==> config.mk <==
export PLATFORM = sky130hd
export DESIGN_NAME = board_ram_writer
export DESIGN_NICKNAME = d
export VERILOG_FILES = /design/src/rtl/battleship_pkg.sv /design/src/rtl/board_ram_writer.sv
export SDC_FILE = /design/constraint.sdc
export NUM_CORES = 1
export LEC_CHECK = 0
export CORE_MARGIN = 2
export CORE_UTILIZATION = 40
export CTS_CLUSTER_DIAMETER = 80
export DETAILED_ROUTE_END_ITERATION = 8
export GPL_TIMING_DRIVEN = 1
export PLACE_DENSITY_LB_ADDON = 0.25
export SYNTH_ARGS = -nofsm -noshare
export SYNTH_HDL_FRONTEND = slang
export SYNTH_SLANG_ARGS = --single-unit
==> constraint.sdc <==
create_clock -name clk -period 3.5 [get_ports clk]
set_input_delay 0.7 -clock clk [delete_from_list [all_inputs] [get_ports clk]]
set_output_delay 0.7 -clock clk [all_outputs]
set_load 0.01 [all_outputs]
==> src/rtl/battleship_pkg.sv <==
// Shared board definitions: tile codes, result codes, board geometry,
// address packing and the placement bounds check.
package battleship_pkg;

    typedef enum logic [1:0] {
        TILE_EMPTY = 2'd0,
        TILE_MISS  = 2'd1,
        TILE_HIT   = 2'd2,
        TILE_SHIP  = 2'd3
    } tile_e;

    typedef enum logic [1:0] {
        RES_OK     = 2'd0,
        RES_MISS   = 2'd1,
        RES_HIT    = 2'd2,
        RES_REJECT = 2'd3
    } result_e;

    localparam int BOARD_DIM   = 10;
    localparam int MAX_LEN     = 5;
    localparam int CLEAR_WORDS = 256;

    function automatic logic [7:0] pack_addr(input logic [3:0] x,
                                             input logic [3:0] y);
        return {x, y};
    endfunction

    function automatic logic coord_ok(input logic [3:0] c);
        return c <= 4'(BOARD_DIM - 1);
    endfunction

    function automatic logic place_ok(input logic [3:0] x,
                                      input logic [3:0] y,
                                      input logic [2:0] len,
                                      input logic       vert);
        logic [4:0] tail;
        tail = (vert ? {1'b0, y} : {1'b0, x}) + {2'b00, len} - 5'd1;
        return (len >= 3'd2) && (len <= 3'(MAX_LEN)) &&
               coord_ok(x) && coord_ok(y) &&
               (tail <= 5'(BOARD_DIM - 1));
    endfunction

endpackage

==> src/rtl/board_ram_writer.sv <==
// Board RAM write port: clear, ship placement and shot resolution.
// Optional BOARD_WRITER_STATS_EN adds shots_fired / hits_scored counters.
module board_ram_writer
    import battleship_pkg::*;
#(
    parameter int ADDR_W = 10
) (
    input  logic              clk,
    input  logic              rst,
    input  logic              clear_req,
    input  logic              place_req,
    input  logic [3:0]        place_x,
    input  logic [3:0]        place_y,
    input  logic [2:0]        place_len,
    input  logic              place_vert,
    input  logic              shot_req,
    input  logic [3:0]        shot_x,
    input  logic [3:0]        shot_y,
    output logic [ADDR_W-1:0] ram_addr,
    output logic              ram_we,
    output logic [1:0]        ram_wdata,
    input  logic [1:0]        ram_rdata,
    output logic              busy,
    output logic              done,
    output logic [1:0]        result,
    output logic [4:0]        ships_left,
`ifdef BOARD_WRITER_STATS_EN
    output logic [6:0]        shots_fired,
    output logic [6:0]        hits_scored,
`endif
    output logic              all_sunk
);

    typedef enum logic [2:0] {
        S_IDLE, S_CLEAR, S_PCHECK, S_PWRITE,
        S_SREAD, S_SWAIT, S_SWRITE, S_DONE
    } state_e;

    state_e     state_q, state_d;
    logic [7:0] addr_q, addr_d;
    logic       we_q, we_d;
    logic [1:0] wdata_q, wdata_d;
    logic       busy_q, busy_d;
    logic       done_q, done_d;
    logic [1:0] result_q, result_d;
    logic [1:0] pend_q, pend_d;
    logic [4:0] ships_q, ships_d;
    logic       placed_q, placed_d;
    logic       sunk_q, sunk_d;
    logic [3:0] bx_q, bx_d, by_q, by_d;
    logic [3:0] cx_q, cx_d, cy_q, cy_d;
    logic [2:0] len_q, len_d;
    logic       vert_q, vert_d;
    logic [4:0] cnt_q, cnt_d;
    logic       bad_q, bad_d;
    logic       bad_now;
    logic [5:0] sum6;
`ifdef BOARD_WRITER_STATS_EN
    logic [6:0] shots_q, shots_d, hits_q, hits_d;
`endif

    assign ram_addr   = {{(ADDR_W-8){1'b0}}, addr_q};
    assign ram_we     = we_q;
    assign ram_wdata  = wdata_q;
    assign busy       = busy_q;
    assign done       = done_q;
    assign result     = result_q;
    assign ships_left = ships_q;
    assign all_sunk   = sunk_q;
`ifdef BOARD_WRITER_STATS_EN
    assign shots_fired = shots_q;
    assign hits_scored = hits_q;
`endif

    assign sum6 = {1'b0, ships_q} + {3'b000, len_q};

    always_comb begin
        state_d  = state_q;
        addr_d   = addr_q;
        we_d     = 1'b0;
        wdata_d  = wdata_q;
        done_d   = 1'b0;
        result_d = result_q;
        pend_d   = pend_q;
        ships_d  = ships_q;
        placed_d = placed_q;
        bx_d     = bx_q;
        by_d     = by_q;
        cx_d     = cx_q;
        cy_d     = cy_q;
        len_d    = len_q;
        vert_d   = vert_q;
        cnt_d    = cnt_q;
        bad_d    = bad_q;
        bad_now  = 1'b0;
`ifdef BOARD_WRITER_STATS_EN
        shots_d  = shots_q;
        hits_d   = hits_q;
`endif
        unique case (state_q)
            S_IDLE: begin
                if (clear_req) begin
                    state_d = S_CLEAR;
                    addr_d  = 8'd0;
                    we_d    = 1'b1;
                    wdata_d = TILE_EMPTY;
                end else if (place_req) begin
                    if (!place_ok(place_x, place_y, place_len, place_vert)) begin
                        state_d  = S_DONE;
                        done_d   = 1'b1;
                        result_d = RES_REJECT;
                    end else begin
                        state_d = S_PCHECK;
                        bx_d    = place_x;
                        by_d    = place_y;
                        len_d   = place_len;
                        vert_d  = place_vert;
                        addr_d  = pack_addr(place_x, place_y);
                        cx_d    = place_vert ? place_x : place_x + 4'd1;
                        cy_d    = place_vert ? place_y + 4'd1 : place_y;
                        cnt_d   = {2'b00, place_len};
                        bad_d   = 1'b0;
                    end
                end else if (shot_req) begin
                    if (!(coord_ok(shot_x) && coord_ok(shot_y))) begin
                        state_d  = S_DONE;
                        done_d   = 1'b1;
                        result_d = RES_REJECT;
                    end else begin
                        state_d = S_SREAD;
                        addr_d  = pack_addr(shot_x, shot_y);
                    end
                end
            end
            S_CLEAR: begin
                if (addr_q == 8'(CLEAR_WORDS - 1)) begin
                    state_d  = S_DONE;
                    done_d   = 1'b1;
                    result_d = RES_OK;
                    ships_d  = 5'd0;
                    placed_d = 1'b0;
`ifdef BOARD_WRITER_STATS_EN
                    shots_d  = 7'd0;
                    hits_d   = 7'd0;
`endif
                end else begin
                    addr_d = addr_q + 8'd1;
                    we_d   = 1'b1;
                end
            end
            S_PCHECK: begin
                // First cycle only presents the bow address; data lags by one.
                bad_now = (cnt_q != {2'b00, len_q}) && (ram_rdata != TILE_EMPTY);
                bad_d   = bad_q | bad_now;
                if (cnt_q >= 5'd2) begin
                    addr_d = pack_addr(cx_q, cy_q);
                    cx_d   = vert_q ? cx_q : cx_q + 4'd1;
                    cy_d   = vert_q ? cy_q + 4'd1 : cy_q;
                end
                if (cnt_q == 5'd0) begin
                    if (bad_q | bad_now) begin
                        state_d  = S_DONE;
                        done_d   = 1'b1;
                        result_d = RES_REJECT;
                    end else begin
                        state_d = S_PWRITE;
                        addr_d  = pack_addr(bx_q, by_q);
                        we_d    = 1'b1;
                        wdata_d = TILE_SHIP;
                        cx_d    = vert_q ? bx_q : bx_q + 4'd1;
                        cy_d    = vert_q ? by_q + 4'd1 : by_q;
                        cnt_d   = {2'b00, len_q} - 5'd1;
                    end
                end else begin
                    cnt_d = cnt_q - 5'd1;
                end
            end
            S_PWRITE: begin
                if (cnt_q != 5'd0) begin
                    addr_d = pack_addr(cx_q, cy_q);
                    cx_d   = vert_q ? cx_q : cx_q + 4'd1;
                    cy_d   = vert_q ? cy_q + 4'd1 : cy_q;
                    we_d   = 1'b1;
                    cnt_d  = cnt_q - 5'd1;
                end else begin
                    state_d  = S_DONE;
                    done_d   = 1'b1;
                    result_d = RES_OK;
                    ships_d  = (sum6 > 6'd31) ? 5'd31 : sum6[4:0];
                    placed_d = 1'b1;
                end
            end
            S_SREAD: state_d = S_SWAIT;
            S_SWAIT: begin
                state_d = S_SWRITE;
                unique case (ram_rdata)
                    TILE_SHIP: begin
                        we_d    = 1'b1;
                        wdata_d = TILE_HIT;
                        pend_d  = RES_HIT;
                    end
                    TILE_EMPTY: begin
                        we_d    = 1'b1;
                        wdata_d = TILE_MISS;
                        pend_d  = RES_MISS;
                    end
                    default: pend_d = RES_REJECT;
                endcase
            end
            S_SWRITE: begin
                state_d  = S_DONE;
                done_d   = 1'b1;
                result_d = pend_q;
                if (pend_q == RES_HIT && ships_q != 5'd0) begin
                    ships_d = ships_q - 5'd1;
                end
`ifdef BOARD_WRITER_STATS_EN
                if (pend_q != RES_REJECT && shots_q != 7'd127) begin
                    shots_d = shots_q + 7'd1;
                end
                if (pend_q == RES_HIT && hits_q != 7'd127) begin
                    hits_d = hits_q + 7'd1;
                end
`endif
            end
            S_DONE:  state_d = S_IDLE;
            default: state_d = S_IDLE;
        endcase
        busy_d = (state_d != S_IDLE) && (state_d != S_DONE);
        sunk_d = (ships_d == 5'd0) && placed_d;
    end

    always_ff @(posedge clk or negedge rst) begin
        if (!rst) begin
            state_q  <= S_IDLE;
            addr_q   <= 8'd0;
            we_q     <= 1'b0;
            wdata_q  <= 2'd0;
            busy_q   <= 1'b0;
            done_q   <= 1'b0;
            result_q <= 2'd0;
            pend_q   <= 2'd0;
            ships_q  <= 5'd0;
            placed_q <= 1'b0;
            sunk_q   <= 1'b0;
            bx_q     <= 4'd0;
            by_q     <= 4'd0;
            cx_q     <= 4'd0;
            cy_q     <= 4'd0;
            len_q    <= 3'd0;
            vert_q   <= 1'b0;
            cnt_q    <= 5'd0;
            bad_q    <= 1'b0;
`ifdef BOARD_WRITER_STATS_EN
            shots_q  <= 7'd0;
            hits_q   <= 7'd0;
`endif
        end else begin
            state_q  <= state_d;
            addr_q   <= addr_d;
            we_q     <= we_d;
            wdata_q  <= wdata_d;
            busy_q   <= busy_d;
            done_q   <= done_d;
            result_q <= result_d;
            pend_q   <= pend_d;
            ships_q  <= ships_d;
            placed_q <= placed_d;
            sunk_q   <= sunk_d;
            bx_q     <= bx_d;
            by_q     <= by_d;
            cx_q     <= cx_d;
            cy_q     <= cy_d;
            len_q    <= len_d;
            vert_q   <= vert_d;
            cnt_q    <= cnt_d;
            bad_q    <= bad_d;
`ifdef BOARD_WRITER_STATS_EN
            shots_q  <= shots_d;
            hits_q   <= hits_d;
`endif
        end
    end

endmodule

==> metrics, run 1 <==
Worst Tran Pin Value 0.8685 ns; routed length per instance 18.29 um; CTS tree yes; fin. max-slew vios 0; height of the die 111.1 um; Worst Setup SP place_y[1]; fin cells 746; vias in the first global route 4,284; outcome complete, no violations; Post-Syn Area 4584 um2; crit-path max cell delay 0.51 ns; Root Driver clkbuf_16; most frequent cell after synthesis dfrtp_1; Global Route Usage Sum 21.88%; 1st-pass router iterations 6; Clock Path Buffers 2; final wirelength 13.65 mm; internal power 2371 uW; final layout net count 658; I/O pin cnt 50; fin area 5629 um2; Seq pwr share 28.0%; Setup TNS Final 0 ns; Post-Syn Area per Cell 8.521 um2; Worst R2R Start cnt_q[0]; largest cells by area after synthesis dfrtp_1 (29%), ha_1 (7.4%), mux2i_1 (5.2%), o21ai_0 (4.8%), a21oi_1 (4.3%); routability congestion estimate 0.8968; Clock Power Share 12.3%; most frequent cells after synthesis dfrtp_1 (53), o21ai_0 (44), nand2_1 (40); Final Power 4451 uW; sequential area share after synthesis 28.93%; Critical Path Most Common Cell inv_1; Crit path max-delay family adder cells; insertion delay to the later sink of the worst-skew pair 0.30 ns; post-detail-place hpwl 10.14 mm; Yosys reg bits 53; Filler cells 1,092; first-pass GRT wire length 21.96 mm; largest net degree at the start of global routing 29; P&R area growth vs syn 22.79%; CP Launch Type input pin; DR iter-0 viols 417; antenna cells 0; fin crit share 96.12%; Num CTS Buffers 5; crit-path max FO 7; mean number of vias per cell 5.954; Synth async-reset ratio 100.0%; Syn Inst Count 538; worst path arrival time 3.56 ns; leakage 0.002442 uW; die width 111.1 um; relative slew slack 42.10%; Critical Path RT 3.70 ns; RSZ-0062 raised after global routing true; initial core utilization 40.50%; Clock Pin Slew Worst Setup and Hold Paths 0.08 ns; Clock Sinks 53; area of the core 11,320 um2; FP Rows 39; Sw Share 46.73%; pwr dens 790.8 nW/um2; Fin Clk Skew 0.007811 ns; full die area 12,330 um2; Synth area leader dfrtp_1; max_cap viols 0; Synthesis Warnings 0; worst path cell trace clkdlybuf4s50_1 -> mux2i_1 -> ha_1 -> inv_1 -> ha_2 -> inv_1 -> fa_2 -> nand2b_1 -> a22oi_2 -> o211a_4 -> a31oi_4 -> nand2b_2 -> o41ai_1; share of layout cells above drive strength 1 14.43%; Synth cell types 77; Synth top area share 28.93%; Hold Fails Final Rpt 0; Crit-path slowest cell fa_2; CTS H-tree depth 2; drt drc 0; crit path buf inv count 3; hold crit path type input pin to async pin; Reg2Reg Setup Slack 0.70 ns; FMAX 297.3 MHz; Tmin final 3.364 ns; DR vias 4,442; Comb power frac 59.7%; placed cell count 735; critical path class input pin to flop; Setup crit end kind flop; post-route ant nets 0; Placed Area 5358 um2; EDFF count, synth 0; VDD IR-drop max 0.3890 mV; Net Sw Power 2080 uW; IO Port Bufs 47; initial antenna violation count 0; Synth Flop Type dfrtp_1; total congestion overflow 0; Final setup viols 0
==> final cells by class <==
type	instances	area, um2	area share, %
multi-input combinational	423	3050	54.19
sequential	53	1326	23.56
timing repair buffer	84	780.7	13.87
tap	143	178.9	3.178
clock buffer	7	152.6	2.712
inverter	35	131.4	2.334
clock inverter	1	8.758	0.1556
==> path summary, 6_finish.rpt <==
path / endpoint / cells after the start
max in group asynchronous: ships_left[4] / 2
min reg2reg: ram_wdata[1] / 1
max reg2reg: result[0] / 11
max: cnt_q[4] / 13
min in group clk: ram_wdata[1] / 1
min: bx_q[2] / 1
==> worst register-to-register path, delay by kind of cell (launching register included) <==
| kind | cells | cell delay [ns] |
|---|---|---|
| buffers and inverters | 4 | 0.65 |
| and+or+nand+nor | 3 | 0.36 |
| adders and majority gates | 1 | 0.24 |
| DFF | 1 | 0.43 |
| AOI/OAI and AO/OA | 3 | 1.03 |
==> metal layers <==
metal / part of all wire, % / global-route usage [%] / vias to the layer above
met3: 6.4 / 2.406 / 22
met1: 45 / 30.87 / 2139
met5: 0 / 0 / -
met2: 47 / 35.50 / 180
met4: 1.9 / 6.584 / 0
li1: - / - / 2101
==> power by group through the flow <==
stage	sequential, uW	combinational [uW]	clock (uW)
floorplan	1110	1830	0
detailed placement	1250	2530	0
finish	1240	2660	548
CTS	1240	2540	560
global placement	1240	2480	0
global route	1290	2930	586
==> state kept, by name (all words and copies together) (netlist names) <==
name,flops
cx_q,4
vert_q,1
placed_q,1
busy,1
state_q,3
len_q,3
addr_q,8
done,1
bx_q,4
by_q,4
ram_we,1
all_sunk,1
result,2
pend_q,2
cy_q,4
cnt_q,5
ram_wdata,2
ships_left,5
bad_q,1
==> timing repair <==
action | CTS | global route
endpoints found under the hold margin | 0 | 0
hold buffers | 0 | 0
gates cloned | 0 | 1
pin swaps | 0 | 4
endpoints found under the setup margin | 1 | 21
resized for setup | 1 | 15
setup buffers | 0 | 2
==> logic make-up after synthesis <==
| group | share of synthesized area, % |
|---|---|
| buffers and inverters | 6.141 |
| flip-flops | 28.93 |
| AND/OR/NAND/NOR | 18.12 |
| XOR/XNOR | 5.158 |
| multiplexers | 8.679 |
| adder cells (fa/ha/maj) | 8.242 |
| AO/OA/AOI/OAI | 24.65 |
| other | 0.08180 |
==> layout by cell type (no fill, tap or decap), types with 9 or more instances in the layout <==
master,n
buf_4,34
nand2_1,40
o21ai_0,43
xnor2_1,15
ha_1,26
dfrtp_1,53
nor3_1,17
nor2_1,37
inv_1,35
nand2b_1,9
mux2i_1,24
mux2_2,14
a21oi_1,38
nand3_1,10
xor2_1,11
clkdlybuf4s50_1,44
==> stage by stage <==
step           setup slack [ns]  hold WS (ns)  util [%]
2_1_floorplan            0.1674        0.4044         -
3_3_place_gp            -0.2104        0.4787     47.33
3_5_place_dp            -0.3164        0.5113     47.33
4_1_cts                 0.04519        0.4368     48.82
5_1_grt                -0.01476        0.4480     49.72
6_report                 0.1359        0.4077     49.72
(Power assumes the default switching activity.)
==> run 2: changes to the inputs <==
REMOVE_ABC_BUFFERS = 1   (was not set)
==> run 2 against run 1 <==
Against the previous run: final cell count did not move; sequential cell count did not move; hold slack improved by 0.0066 ns; global-route usage rose by 0.57 points; worst setup slack improved by 0.0072 ns; non-clock buffer count rose by 1.
==> metrics, run 2 (synthesized netlist as in run 1, its figures left out) <==
vias in the first global route 4,402 (+2.8%); FMAX 297.9 MHz (+0.21%); mean number of vias per cell 5.949 (about the same); Filler cells 1,092 (unchanged); internal power 2324 uW (-2.0%); FP Rows 39 (unchanged); Final setup viols 0 (unchanged); crit-path max cell delay 0.51 ns (about the same); 1st-pass router iterations 5 (-1); Num CTS Buffers 5 (unchanged); Crit-path slowest cell clkdlybuf4s50_1; final layout net count 658 (unchanged); CTS tree yes; Clock Sinks 53 (unchanged); crit-path max FO 7 (unchanged); height of the die 111.1 um (unchanged); fin cells 746 (unchanged); fin. max-slew vios 0 (unchanged); worst path arrival time 3.54 ns (-0.02 ns); I/O pin cnt 50 (unchanged); first-pass GRT wire length 22.60 mm (+2.9%); VDD IR-drop max 0.4085 mV (+5.0%); initial core utilization 40.50% (unchanged); Critical Path RT 3.68 ns (-0.02 ns); routability congestion estimate 0.8963 (about the same); Setup TNS Final 0 ns (unchanged); dpl ws -0.3483 ns (-0.03195 ns); antenna cells 0 (unchanged); area of the core 11,320 um2 (unchanged); share of layout cells above drive strength 1 14.26% (-0.17 points); Clock Pin Slew Worst Setup and Hold Paths 0.08 ns (about the same); hold crit path type input pin to async pin; most flop-heavy register addr_q; Fin Clk Skew 0.005317 ns (-0.002494 ns); Sw Share 47.55% (+0.81 points); critical path class input pin to flop; routed length per instance 18.18 um (-0.62%); max reg flops 8 (unchanged); DR vias 4,438 (-0.090%); Net Sw Power 2106 uW (+1.3%); leakage 0.002429 uW (-0.53%); commonest cells after routing, fill and taps aside dfrtp_1 (53), clkdlybuf4s50_1 (45), o21ai_0 (43), nand2_1 (40), a21oi_1 (39); final worst setup slack 0.1431 ns (+0.007160 ns); Tmin final 3.357 ns (-0.007160 ns); Core Util, Final 49.55% (-0.18 points); P&R area growth vs syn 22.35%; commonest non-fill, non-tap cell in the layout dfrtp_1; Comb power frac 60.4% (+0.7 points); CP Launch Type input pin; relative slew slack 47.23% (+5.1 points); largest net degree at the start of global routing 28 (-3.4%); Root Driver clkbuf_16; fin crit share 95.91% (-0.20 points); Clock Path Buffers 2 (unchanged); post-route ant nets 0 (unchanged); Global Route Usage Sum 22.45% (+0.57 points); CTS H-tree depth 2 (unchanged); post-detail-place hpwl 10.24 mm (+0.93%); DR iter-0 viols 336 (-19%); IO Port Bufs 47 (unchanged); initial antenna violation count 0 (unchanged); Critical Path Most Common Cell inv_1; RSZ-0062 raised after global routing false; max_cap viols 0 (unchanged); full die area 12,330 um2 (unchanged); Seq pwr share 27.5% (-0.5 points); pwr dens 789.9 nW/um2 (-0.12%); die width 111.1 um (unchanged); outcome complete, no violations; placed cell count 737 (+0.27%); Setup crit end kind flop; final wirelength 13.56 mm (-0.62%); total congestion overflow 0 (unchanged); Clock Power Share 12.1% (-0.2 points); Hold Fails Final Rpt 0 (unchanged); Worst Tran Pin Value 0.7915 ns (-0.07703 ns); insertion delay to the later sink of the worst-skew pair 0.30 ns (about the same); worst path cell trace clkdlybuf4s50_1 -> mux2i_1 -> ha_1 -> inv_1 -> ha_1 -> inv_1 -> fa_1 -> xnor2_1 -> a22oi_2 -> o211a_4 -> buf_4 -> o311ai_2 -> buf_4 -> nand2_1 -> inv_1 -> o21ai_1; drt drc 0 (unchanged)
[run 2: critical path: cells and delay by family]
| family | cells | cell delay (ns) |
|---|---|---|
| and+or+nand+nor | 1 | 0.06 |
| adders and majority gates | 3 | 0.81 |
| xor gates and xnor gates | 1 | 0.20 |
| muxes | 1 | 0.09 |
| AOI/OAI and AO/OA | 4 | 0.65 |
| buffers and inverters | 6 | 1.04 |
[run 2: cell type report]
cell class	instances	area [um2]	area share, %
multi-input combinational	422	3053	54.43
sequential	53	1326	23.64
timing repair buffer	85	769.5	13.72
tap	143	178.9	3.190
inverter	35	131.4	2.342
clock buffer	5	125.1	2.231
clock inverter	3	25.02	0.4461
[run 2: per-layer routing]
layer | vias to the layer above | GRT usage (%) | share of wire, %
met5 | - | 0 | 0
met4 | 0 | 9.465 | 3.4
met3 | 32 | 2.952 | 6.2
met2 | 199 | 34.44 | 45
met1 | 2112 | 31.94 | 46
li1 | 2095 | - | -
[run 2: worst paths after layout]
kind	end	from	cells after the start	slack, ns
min in group clk	ram_wdata[1]	ram_wdata[1]	1	0.52
worst max register to register	cnt_q[1]	cnt_q[0]	9	0.73
worst max-delay path	result[1]	place_x[1]	16	0.14
max in group asynchronous	pend_q[0]	rst	2	2.27
worst min register to register	ram_wdata[1]	ram_wdata[1]	1	0.52
worst min-delay path	by_q[0]	rst	1	0.41
[run 2: power by group through the flow]
| stage | clock [uW] | combinational, uW | sequential, uW |
|---|---|---|---|
| 2_1_floorplan | 0 | 1620 | 1190 |
| 6_report | 534 | 2680 | 1220 |
| 5_1_grt | 573 | 2940 | 1270 |
| 3_3_place_gp | 0 | 2520 | 1210 |
| 4_1_cts | 544 | 2580 | 1210 |
| 3_5_place_dp | 0 | 2560 | 1220 |
[run 2: timing repair]
| item | in CTS | in global routing |
|---|---|---|
| setup buffers | 0 | 1 |
| hold buffers | 0 | 0 |
| gates resized for setup | 2 | 13 |
| pin swaps | 0 | 0 |
| setup endpoints to repair | 4 | 24 |
[run 2: stage by stage]
| step | hold slack, ns | total power [uW] | area, um2 |
|---|---|---|---|
| floorplan | 0.4044 | 2814 | 4438 |
| global placement | 0.4770 | 3728 | 5373 |
| detailed placement | 0.4980 | 3783 | 5373 |
| CTS | 0.4410 | 4337 | 5538 |
| global route | 0.4648 | 4785 | 5609 |
| finish | 0.4143 | 4430 | 5609 |
==> run 3: changes to the inputs <==
CAP_MARGIN = 20   (was not set)
PLACE_DENSITY_LB_ADDON = 0.08   (was 0.25)
==> run 3 against run 2 <==
Against the previous run: worst setup slack improved by 0.075 ns; count of clock-buffer cells in the layout grew 1; non-clock buffer count is the same; sequential cell count unchanged; total power barely moved; wire length is 3.5% higher; highest routed layer unchanged; critical endpoint is now cnt_q[4]; cell area down 0.54%.
==> metrics, run 3 (synthesized netlist as in run 1, its figures left out) <==
P&R area growth vs syn 21.70%; Hold Fails Final Rpt 0 (unchanged); Final setup viols 0 (unchanged); CP Launch Type input pin; commonest non-fill, non-tap cell in the layout dfrtp_1; routability congestion estimate 0.8602 (-4.0%); first-pass GRT wire length 22.95 mm (+1.6%); critical path class input pin to flop; worst path arrival time 3.48 ns (-0.06 ns); largest net degree at the start of global routing 32 (+14%); drt drc 0 (unchanged); final wirelength 14.03 mm (+3.5%); pwr dens 793.9 nW/um2 (+0.52%); antenna cells 0 (unchanged); Clock Path Buffers 2 (unchanged); Critical Path RT 3.69 ns (about the same); Fin Clk Skew 0.008896 ns (+0.003579 ns); Filler cells 1,123 (+2.8%); CTS H-tree depth 2 (unchanged); worst path cell trace clkdlybuf4s50_1 -> mux2i_1 -> ha_1 -> inv_1 -> ha_2 -> inv_1 -> fa_1 -> nand2b_1 -> a22oi_2 -> o211a_4 -> a31oi_4 -> nand2b_2 -> o41ai_1; total congestion overflow 0 (unchanged); Critical Path Most Common Cell inv_1; outcome complete, no violations; vias in the first global route 4,291 (-2.5%); Tmin final 3.282 ns (-0.07538 ns); max_cap viols 0 (unchanged); hold crit path type input pin to async pin; die width 111.1 um (unchanged); initial antenna violation count 0 (unchanged); crit-path max cell delay 0.54 ns (+0.03 ns); share of layout cells above drive strength 1 14.10% (-0.17 points); post-route ant nets 0 (unchanged); Worst Tran Pin Value 0.9183 ns (+0.1268 ns); Clock Pin Slew Worst Setup and Hold Paths 0.07 ns (about the same); Setup TNS Final 0 ns (unchanged); 1st-pass router iterations 5 (unchanged); initial core utilization 40.50% (unchanged); insertion delay to the later sink of the worst-skew pair 0.30 ns (about the same); Worst Setup SP place_y[0]; DR vias 4,340 (-2.2%); FMAX 304.7 MHz (+2.3%); DR iter-0 viols 358 (+6.5%); fin crit share 93.76% (-2.2 points); area of the core 11,320 um2 (unchanged); relative slew slack 38.78% (-8.5 points); post-detail-place hpwl 10.57 mm (+3.2%); RSZ-0062 raised after global routing false; fin. max-slew vios 0 (unchanged); final layout net count 658 (unchanged); mean number of vias per cell 5.818 (-2.2%); FF-to-FF End cx_q[0]; Reg2Reg Setup Slack 0.66 ns (-0.07 ns); placed cell count 736 (-0.14%); Root Driver clkbuf_16; I/O pin cnt 50 (unchanged); full die area 12,330 um2 (unchanged); Placed Area 5365 um2 (-0.14%); Worst R2R Start cnt_q[0]; commonest cells after routing, fill and taps aside dfrtp_1 (53), clkdlybuf4s50_1 (43), nand2_1 (40), o21ai_0 (40), a21oi_1 (39); routed length per instance 18.81 um (+3.5%); Global Route Usage Sum 23.01% (+0.56 points); most flop-heavy register addr_q; IO Port Bufs 47 (unchanged); R2R cell count 7 (-2); CTS tree yes; Crit-path slowest cell clkdlybuf4s50_1; fin cells 746 (unchanged); Clock Sinks 53 (unchanged); Num CTS Buffers 5 (unchanged); fin area 5579 um2 (-0.54%); FP Rows 39 (unchanged); crit-path max FO 7 (unchanged); VDD IR-drop max 0.5704 mV (+40%); Setup crit end kind flop; max reg flops 8 (unchanged); leakage 0.002427 uW (about the same); height of the die 111.1 um (unchanged)
## run 3: metrics by stage
stage | hold WS (ns) | util (%) | worst slack (ns) | power (uW)
2_1_floorplan | 0.4044 | - | 0.2680 | 2814
3_3_place_gp | 0.4772 | 47.39 | -0.2362 | 3783
3_5_place_dp | 0.4904 | 47.39 | -0.3808 | 3819
4_1_cts | 0.3928 | 48.76 | 0.01938 | 4346
5_1_grt | 0.4139 | 49.28 | 0.07654 | 4799
6_report | 0.3743 | 49.28 | 0.2185 | 4429
## run 3: cell type report
| class | count | area, um2 | area share [%] |
|---|---|---|---|
| multi-input cells | 422 | 3032 | 54.34 |
| flip-flops and latches | 53 | 1326 | 23.77 |
| repair buffers | 85 | 772.0 | 13.84 |
| well taps | 143 | 178.9 | 3.207 |
| inverters | 35 | 131.4 | 2.355 |
| clock buffers | 6 | 128.9 | 2.310 |
| clock inverters | 2 | 10.01 | 0.1794 |
## run 3: repair_timing
item | in CTS | in global routing
cloned | 0 | 1
setup endpoints to repair | 5 | 22
hold buffers | 0 | 0
resized for setup | 2 | 16
setup buffers | 0 | 1
pin swaps | 0 | 4
## run 3: worst max-delay path, delay by kind of cell
family          cells  cell delay, ns
compound gates      4            0.89
fa+ha+maj           3            0.82
buf+inv             3            0.64
simple gates        2            0.32
mux                 1            0.11
## run 3: worst max-delay path by stage
stage / endpoint
2_1_floorplan: cnt_q[4]
3_3_place_gp: cnt_q[1]
3_5_place_dp: addr_q[3]
4_1_cts: cnt_q[1]
5_1_grt: cy_q[3]
6_report: cnt_q[4]
## run 3: layer usage
metal / up-vias / GRT usage [%] / wire length (um)
li1: 2088 / - / -
met1: 2096 / 32.13 / 6424
met2: 142 / 38.04 / 6657
met3: 14 / 3.226 / 790
met4: 0 / 5.350 / 159
met5: - / 0 / 0
## run 3: power breakdown
part	internal (uW)	total, uW	switching (uW)	leakage, uW
registers	848	1240	393	0.000671
logic	1220	2690	1470	0.00169
clock network	264	501	237	0.0000706
